===== config.mk =====
export PLATFORM = sky130hd
export DESIGN_NAME = cpu_control
export DESIGN_NICKNAME = d
export VERILOG_FILES = /design/src/rtl/cpu_control.sv
export SDC_FILE = /design/constraint.sdc
export NUM_CORES = 1
export LEC_CHECK = 0
export BUFFER_PORTS_ARGS = -buffer_cell sky130_fd_sc_hd__clkbuf_2
export CAP_MARGIN = 20
export CELL_PAD_IN_SITES_DETAIL_PLACEMENT = 0
export CELL_PAD_IN_SITES_GLOBAL_PLACEMENT = 2
export CORE_UTILIZATION = 29
export DETAILED_ROUTE_END_ITERATION = 8
export PLACE_DENSITY = 0.89
export SYNTH_ARGS = -nofsm -noshare
export SYNTH_HDL_FRONTEND = slang
export SYNTH_SLANG_ARGS = --single-unit

===== constraint.sdc =====
create_clock -name clk -period 3.25 [get_ports clk]
set_input_delay 0.65 -clock clk [delete_from_list [all_inputs] [get_ports clk]]
set_output_delay 0.65 -clock clk [all_outputs]
set_load 0.1 [all_outputs]

===== src/rtl/cpu_control.sv =====
`timescale 1ns/1ps
`default_nettype none
// ============================================================================
// Module      : cpu_control
// Description : Hack CPU control block. It accepts one instruction at a time
//               through an IDLE -> EXEC (-> WB) sequence, drives an external
//               ALU, and issues data-memory writes and program-counter updates.
// Revision    : 1.0  initial release
// ============================================================================
module cpu_control (
    input  logic        clk,
    input  logic        reset,
    input  logic [15:0] instr,
    input  logic        instr_valid,
    output logic        instr_ready,
    input  logic [15:0] inM,
    output logic [15:0] alu_x,
    output logic [15:0] alu_y,
    output logic [5:0]  alu_ctrl,
    input  logic [15:0] alu_out,
    input  logic        alu_zr,
    input  logic        alu_ng,
    output logic [15:0] outM,
    output logic        writeM,
    output logic [14:0] addressM,
    output logic [14:0] pc
);

    localparam logic [14:0] C_PC_STEP = 15'd1;

    typedef enum logic [1:0] {
        ST_IDLE = 2'd0,
        ST_EXEC = 2'd1,
        ST_WB   = 2'd2
    } state_t;

    state_t      state_q, state_d;
    logic [15:0] ir_q, ir_d;
    logic [15:0] a_q, a_d;
    logic [15:0] d_q, d_d;
    logic [15:0] r_q, r_d;
    logic        z_q, z_d;
    logic        n_q, n_d;
    logic [14:0] pc_q, pc_d;

    logic [14:0] w_pc_inc;
    logic        w_jump;

    // 15-bit add wraps 7FFF -> 0000 naturally.
    assign w_pc_inc = pc_q + C_PC_STEP;
    assign w_jump   = (ir_q[2] & n_q) | (ir_q[1] & z_q) | (ir_q[0] & ~n_q & ~z_q);

    always_ff @(posedge clk or posedge reset) begin
        if (reset) begin
            state_q <= ST_IDLE;
            ir_q    <= 16'h0000;
            a_q     <= 16'h0000;
            d_q     <= 16'h0000;
            r_q     <= 16'h0000;
            z_q     <= 1'b0;
            n_q     <= 1'b0;
            pc_q    <= 15'h0000;
        end else begin
            state_q <= state_d;
            ir_q    <= ir_d;
            a_q     <= a_d;
            d_q     <= d_d;
            r_q     <= r_d;
            z_q     <= z_d;
            n_q     <= n_d;
            pc_q    <= pc_d;
        end
    end

    always_comb begin
        state_d     = state_q;
        ir_d        = ir_q;
        a_d         = a_q;
        d_d         = d_q;
        r_d         = r_q;
        z_d         = z_q;
        n_d         = n_q;
        pc_d        = pc_q;
        instr_ready = 1'b0;
        alu_ctrl    = 6'b000000;
        outM        = 16'h0000;
        writeM      = 1'b0;

        case (state_q)
            ST_IDLE: begin
                instr_ready = ~reset;
                if (instr_valid && !reset) begin
                    ir_d    = instr;
                    state_d = ST_EXEC;
                end
            end
            ST_EXEC: begin
                if (ir_q[15]) begin
                    alu_ctrl = ir_q[11:6];
                    r_d      = alu_out;
                    z_d      = alu_zr;
                    n_d      = alu_ng;
                    state_d  = ST_WB;
                end else begin
                    a_d     = {1'b0, ir_q[14:0]};
                    pc_d    = w_pc_inc;
                    state_d = ST_IDLE;
                end
            end
            ST_WB: begin
                outM   = r_q;
                // Gated by reset so an abort drops the strobe without a clock edge.
                writeM = ir_q[3] & ~reset;
                if (ir_q[5]) a_d = r_q;
                if (ir_q[4]) d_d = r_q;
                // Jump target uses A before this instruction's own A write.
                pc_d    = w_jump ? a_q[14:0] : w_pc_inc;
                state_d = ST_IDLE;
            end
            default: begin
                state_d = ST_IDLE;
            end
        endcase
    end

    assign alu_x    = d_q;
    assign alu_y    = ir_q[12] ? inM : a_q;
    assign addressM = a_q[14:0];
    assign pc       = pc_q;

endmodule
`default_nettype wire


; Word-level counts from Yosys, hierarchy flattened
; Cells that the tools add are included.
[word_totals]
reg_bits = 83
latchBits = 0
mem_bits_rw = 0
rom_bits = 0
input_bits = 53
output_inout_bits = 86
wordCells = 48
memories = 0
[op_classes]
add_sub_neg = 1
mul = 0
div = 0
magnitude_cmp = 0
eq_ne = 5
n_shift = 0
mux = 15
bitwise_logic = 10
reduce_logical = 9
[op_table]
columns = cell, n
row1 = 16-bit 2-to-1 mux, 4
row2 = 16-bit one-hot mux with 2 select lines, 1
row3 = 15-bit 2-to-1 mux, 2
row4 = 15-bit one-hot mux with 2 select lines, 1
row5 = "15-bit by 1-bit adder with 15-bit output, second input constant", 1
row6 = 6-bit 2-to-1 mux, 2
row7 = 2-bit AND reduction, 4
row8 = "2-bit != test, second input constant", 3
row9 = 1-bit bitwise AND, 5
row10 = 2-bit 2-to-1 mux, 2
row11 = 2-bit one-hot mux with 2 select lines, 1
row12 = 1-bit inverter, 3
row13 = 3-bit AND reduction, 1
row14 = "2-bit by 1-bit == test with 1-bit output, second input constant", 1
row15 = "2-bit == test, second input constant", 1
row16 = 2-bit logical NOT, 1
row17 = 1-bit 2-to-1 mux, 2
row18 = 1-bit OR, 2
row19 = 2-bit nonzero test, 1
row20 = 1-bit logical AND, 1
row21 = 1-bit logical NOT, 1

; Logic depth before layout (Yosys ltp)
[depth]
ltp_word = 6
mapped_depth = 7
mapped_depth_nobuf = 5

; Worst setup path before layout
; OpenSTA, ideal clock, no wires.
[synth_path]
path_type = input-to-output
startpoint = in reset
endpoint = out writeM
arrival_ns = 3.403
t_required_ns = 2.600
setup_slack_ns = -0.803
stages = 2
path_buffers = 0
cell_sequence = inv_1 -> and3_1
[synth_between]
elab_chain_cells = 3
[synth_lines]
columns = item, line_no
row1 = start: declaration, 12  ; input logic reset,
row2 = 1-bit inverter, 113  ; writeM = ir_q[3] & ~reset;
row3 = 1-bit bitwise AND, 113
row4 = 1-bit 2-to-1 mux, 89  ; case (state_q)
row5 = end: declaration, 24  ; output logic writeM,
; No other way between the ends.

; Worst setup path after layout
[layout_path]
startpoint = reg ir_q[12]
endpoint = out alu_y[10]
[layout_between]
elab_chain_cells = 1
[layout_lines]
columns = item, line_no
row1 = start: declaration, 38  ; logic [15:0] ir_q, ir_d;
row2 = start signal: assignment, 65  ; ir_q <= ir_d;
row3 = 16-bit 2-to-1 mux, 127  ; assign alu_y = ir_q[12] ? inM : a_q;
row4 = end: declaration, 18  ; output logic [15:0] alu_y,
; No other way between the ends.

==> results by stage <==
Detailed routing:
- The remaining antenna violation count after routing is 0.
- Detailed routing placed a total of 5.00 mm of wire on met2.
- The average routed wire per standard cell is 16.4 µm.
- The number of detailed-routing iterations run before antenna repair is 4.
- For this block, the routed nets add up to 10.8 mm of wire.
- For this run, design rule violations remaining after detail routing come to 0.
- For this block, wires on met1 add up to 5.00 mm.
- In this run the top signal layer used is met4.
- The mean number of vias per cell is 4.74.
- In this run, the number of DRC markers left after iteration 0 of detailed routing was 263.
- The met3 routed wirelength is 676 µm.
- The total via count after detailed routing is 3109.

Clock network:
- The number of buffers created by CTS is 9.
- The count of clock tree sinks is 83.
- The CTS tree is yes.
- No sink is reached through more buffers than the 2 on the longest clock path.
- The clock tree root buffer cell is sky130_fd_sc_hd__clkbuf_16.
- Clock-pin slew was measured on the worst setup and hold paths at 0.06 ns.
- The number of buffers inserted for hold repair after clock tree synthesis is 0.
- The clock latency of the later-clocked register in the worst-skew pair is 0.34 ns.
- The H-tree was split into 3 levels.
- Gates resized during post-CTS repair numbered 0.
- The post-CTS setup buffer count is 0.

Layout:
- With fillers left out, the area of the finished cells amounts to 5170 µm².
- The fraction of layout instances using a drive strength above 1 is 0.511.
- Summing all multi-input logic gate instances after layout gives 1790 µm².
- For this run, the share of the core covered by cells in the final layout is 0.371.
- After the flow finishes, the layout carries non-filler instances totaling 656.
- The total of fill cells in the finished design is 1388.
- The top cell types in the final layout, fill and taps aside, are sky130_fd_sc_hd__clkbuf_2 (137), sky130_fd_sc_hd__dfrtp_1 (83), sky130_fd_sc_hd__mux2_2 (66).
- The most frequent standard cell in the layout excluding fill and tap cells is sky130_fd_sc_hd__clkbuf_2.
- The register area is 2080 µm².
- The area overhead of the layout relative to synthesis is 24.1%.
- The post-layout net count is 526.
- The diode insertion count for antenna repair is 0.

Global routing:
- Entering global routing, the biggest net connects 66 pins.
- The global-route wire length before repair is 17.3 mm.
- The number of antenna violations at the first check in global routing is 0.
- The overall fraction of global-route tracks in use is 0.155.
- The total congestion overflow is 0.
- The via count of the first global-routing pass is 3167.

Setup path:
- The data required time of the critical path is 2.60 ns.
- In this run the critical register-to-register path is launched from n_q.
- Of all nets on the critical path, the largest fanout is 20.
- The classification of the worst setup path is flop to output port.
- The launch point of the worst path is ir_q[12].
- The kind of end point of the critical path is an output port.
- STA classifies the critical path startpoint as a flop.
- The data arrival time of the critical path is 2.00 ns.

Logic synthesis:
- The net count after synthesis is 409.
- The sequential element share of the synthesized area is 0.499.
- After synthesis, the share of flip-flops with an asynchronous set or reset is 1.00.
- After synthesis, the mean cell area works out to 11.7 µm².
- The dominant register cell in the synthesized netlist is sky130_fd_sc_hd__dfrtp_1.
- Summing every instance area after synthesis gives 4160 µm².
- The yosys synthesis warning count is 0.
- The netlist uses 42 different library cells.
- Synthesis produced 355 cells.
- Synthesis inferred 83 register bits.
- The number of flops mapped to enable cells by yosys is 0.

Floorplanning:
- The die covers 14800 µm².
- The area of the core region is 13900 µm².
- The top-level I/O count is 139.
- The floorplan step set the die width to 122 µm.
- Measured along the y axis, the die boundary spans 122 µm.
- The initial utilization of the core area, before any placement, comes to 0.299.
- The number of core rows is 43.

Worst hold path:
- The kind of path behind the tightest hold check is primary input to async pin.

Timing:
- Subtracting the final worst setup slack from the clock period gives 2.65 ns.
- The worst slew slack as a fraction of its limit is 0.341.
- Setup repair after global routing left no endpoint under its margin.
- On the final layout, the worst clock skew is 0.00685 ns.
- The number of failing setup endpoints in the final timing report is 0.
- The number of slew-limit violations in the final report is 0.
- For the final routed database, the setup TNS stands at 0 ns.
- The final clock period utilization by the worst path is 0.817.
- The timing-limited maximum frequency is 377 MHz.
- At the pin with the least slew margin, the transition time is 0.989 ns.
- The final count of hold timing violations was 0.

Outcome:
- The flow ran to the end, and the final reports show no timing, DRC or antenna violations.

Placed design:
- After detailed placement, the design holds a cell count of 641.
- Buffers placed on the I/O ports in this run total 138.
- The half-perimeter wire length after placement is 7.91 mm.
- The area after detailed placement is 4870 µm².
- The congestion estimate from routability-driven global placement came to 0.728.

Flow run:
- Max-cap violations in this run came to 0.
cell usage after synthesis (3+ instances only):
master                     number  area (µm²)
sky130_fd_sc_hd__nand4_1        7        43.8
sky130_fd_sc_hd__dfrtp_1       83        2080
sky130_fd_sc_hd__mux2_2        66         743
sky130_fd_sc_hd__and4_1         4        35.0
sky130_fd_sc_hd__buf_4         22         165
sky130_fd_sc_hd__a21oi_1       27         135
sky130_fd_sc_hd__inv_1          5        18.8
sky130_fd_sc_hd__and2_1        24         150
sky130_fd_sc_hd__o22a_1         7        61.3
sky130_fd_sc_hd__mux2_4         4        60.1
sky130_fd_sc_hd__clkbuf_1       4        15.0
sky130_fd_sc_hd__nor2_1         3        11.3
sky130_fd_sc_hd__o21ai_0       15        75.1
sky130_fd_sc_hd__nand2_1       21        78.8
sky130_fd_sc_hd__nand3_1        8        40.0
sky130_fd_sc_hd__buf_2          9        45.0
sky130_fd_sc_hd__and3_1         5        31.3
sky130_fd_sc_hd__mux2i_1        7        70.1
sky130_fd_sc_hd__buf_6          5        56.3
metal layers:
layer | vias up | track usage
li1 | 1494 | -
met1 | 1521 | 0.211
met2 | 86 | 0.233
met3 | 8 | 0.0510
met4 | 0 | 0.0440
met5 | - | 0
flip-flops by register name (all words and copies together) (netlist names):
signal,cells
state_q,2
alu_x,16
r_q,16
pc,15
z_q,1
n_q,1
ir_q,16
a_q,16
stage by stage:
step	worst slack [ns]	hold slack (ns)
5_1_grt	0.473	0.424
2_1_floorplan	-0.0973	0.475
3_3_place_gp	0.947	0.492
4_1_cts	0.520	0.414
3_5_place_dp	0.895	0.495
6_report	0.596	0.422
final cells by class:
type	count	share of cell area
repair buffers	146	0.146
clock buffers	11	0.0470
clock inverters	4	0.00993
flip-flops and latches	83	0.402
well taps	180	0.0436
multi-input cells	227	0.347
inverters	5	0.00436
critical path, cell delays in order (launching register included):
cell and delay (ns):
sky130_fd_sc_hd__dfrtp_1 0.87, sky130_fd_sc_hd__mux2_2 0.42, sky130_fd_sc_hd__clkbuf_2 0.37
path summary, 6_finish.rpt:
| path | endpoint | slack [ns] | depth (start not counted) |
|---|---|---|---|
| min reg2reg | alu_x[14] | 0.51 | 1 |
| max reg2reg | pc[14] | 0.98 | 5 |
| min in group clk | alu_x[14] | 0.51 | 1 |
| max in group asynchronous | pc[13] | 1.71 | 4 |
| max | alu_y[10] | 0.60 | 2 |
| min | alu_x[15] | 0.42 | 3 |
cell families after synthesis:
family | synth area share
adders and majority gates | 0.00301
AOI/OAI and AO/OA | 0.0902
and+or+nand+nor | 0.126
buffers and inverters | 0.0721
DFF | 0.499
muxes | 0.210
Power is left out: the tool's default activity adds up to more than one toggle a clock period on the data nets, which glitch-free logic cannot reach.
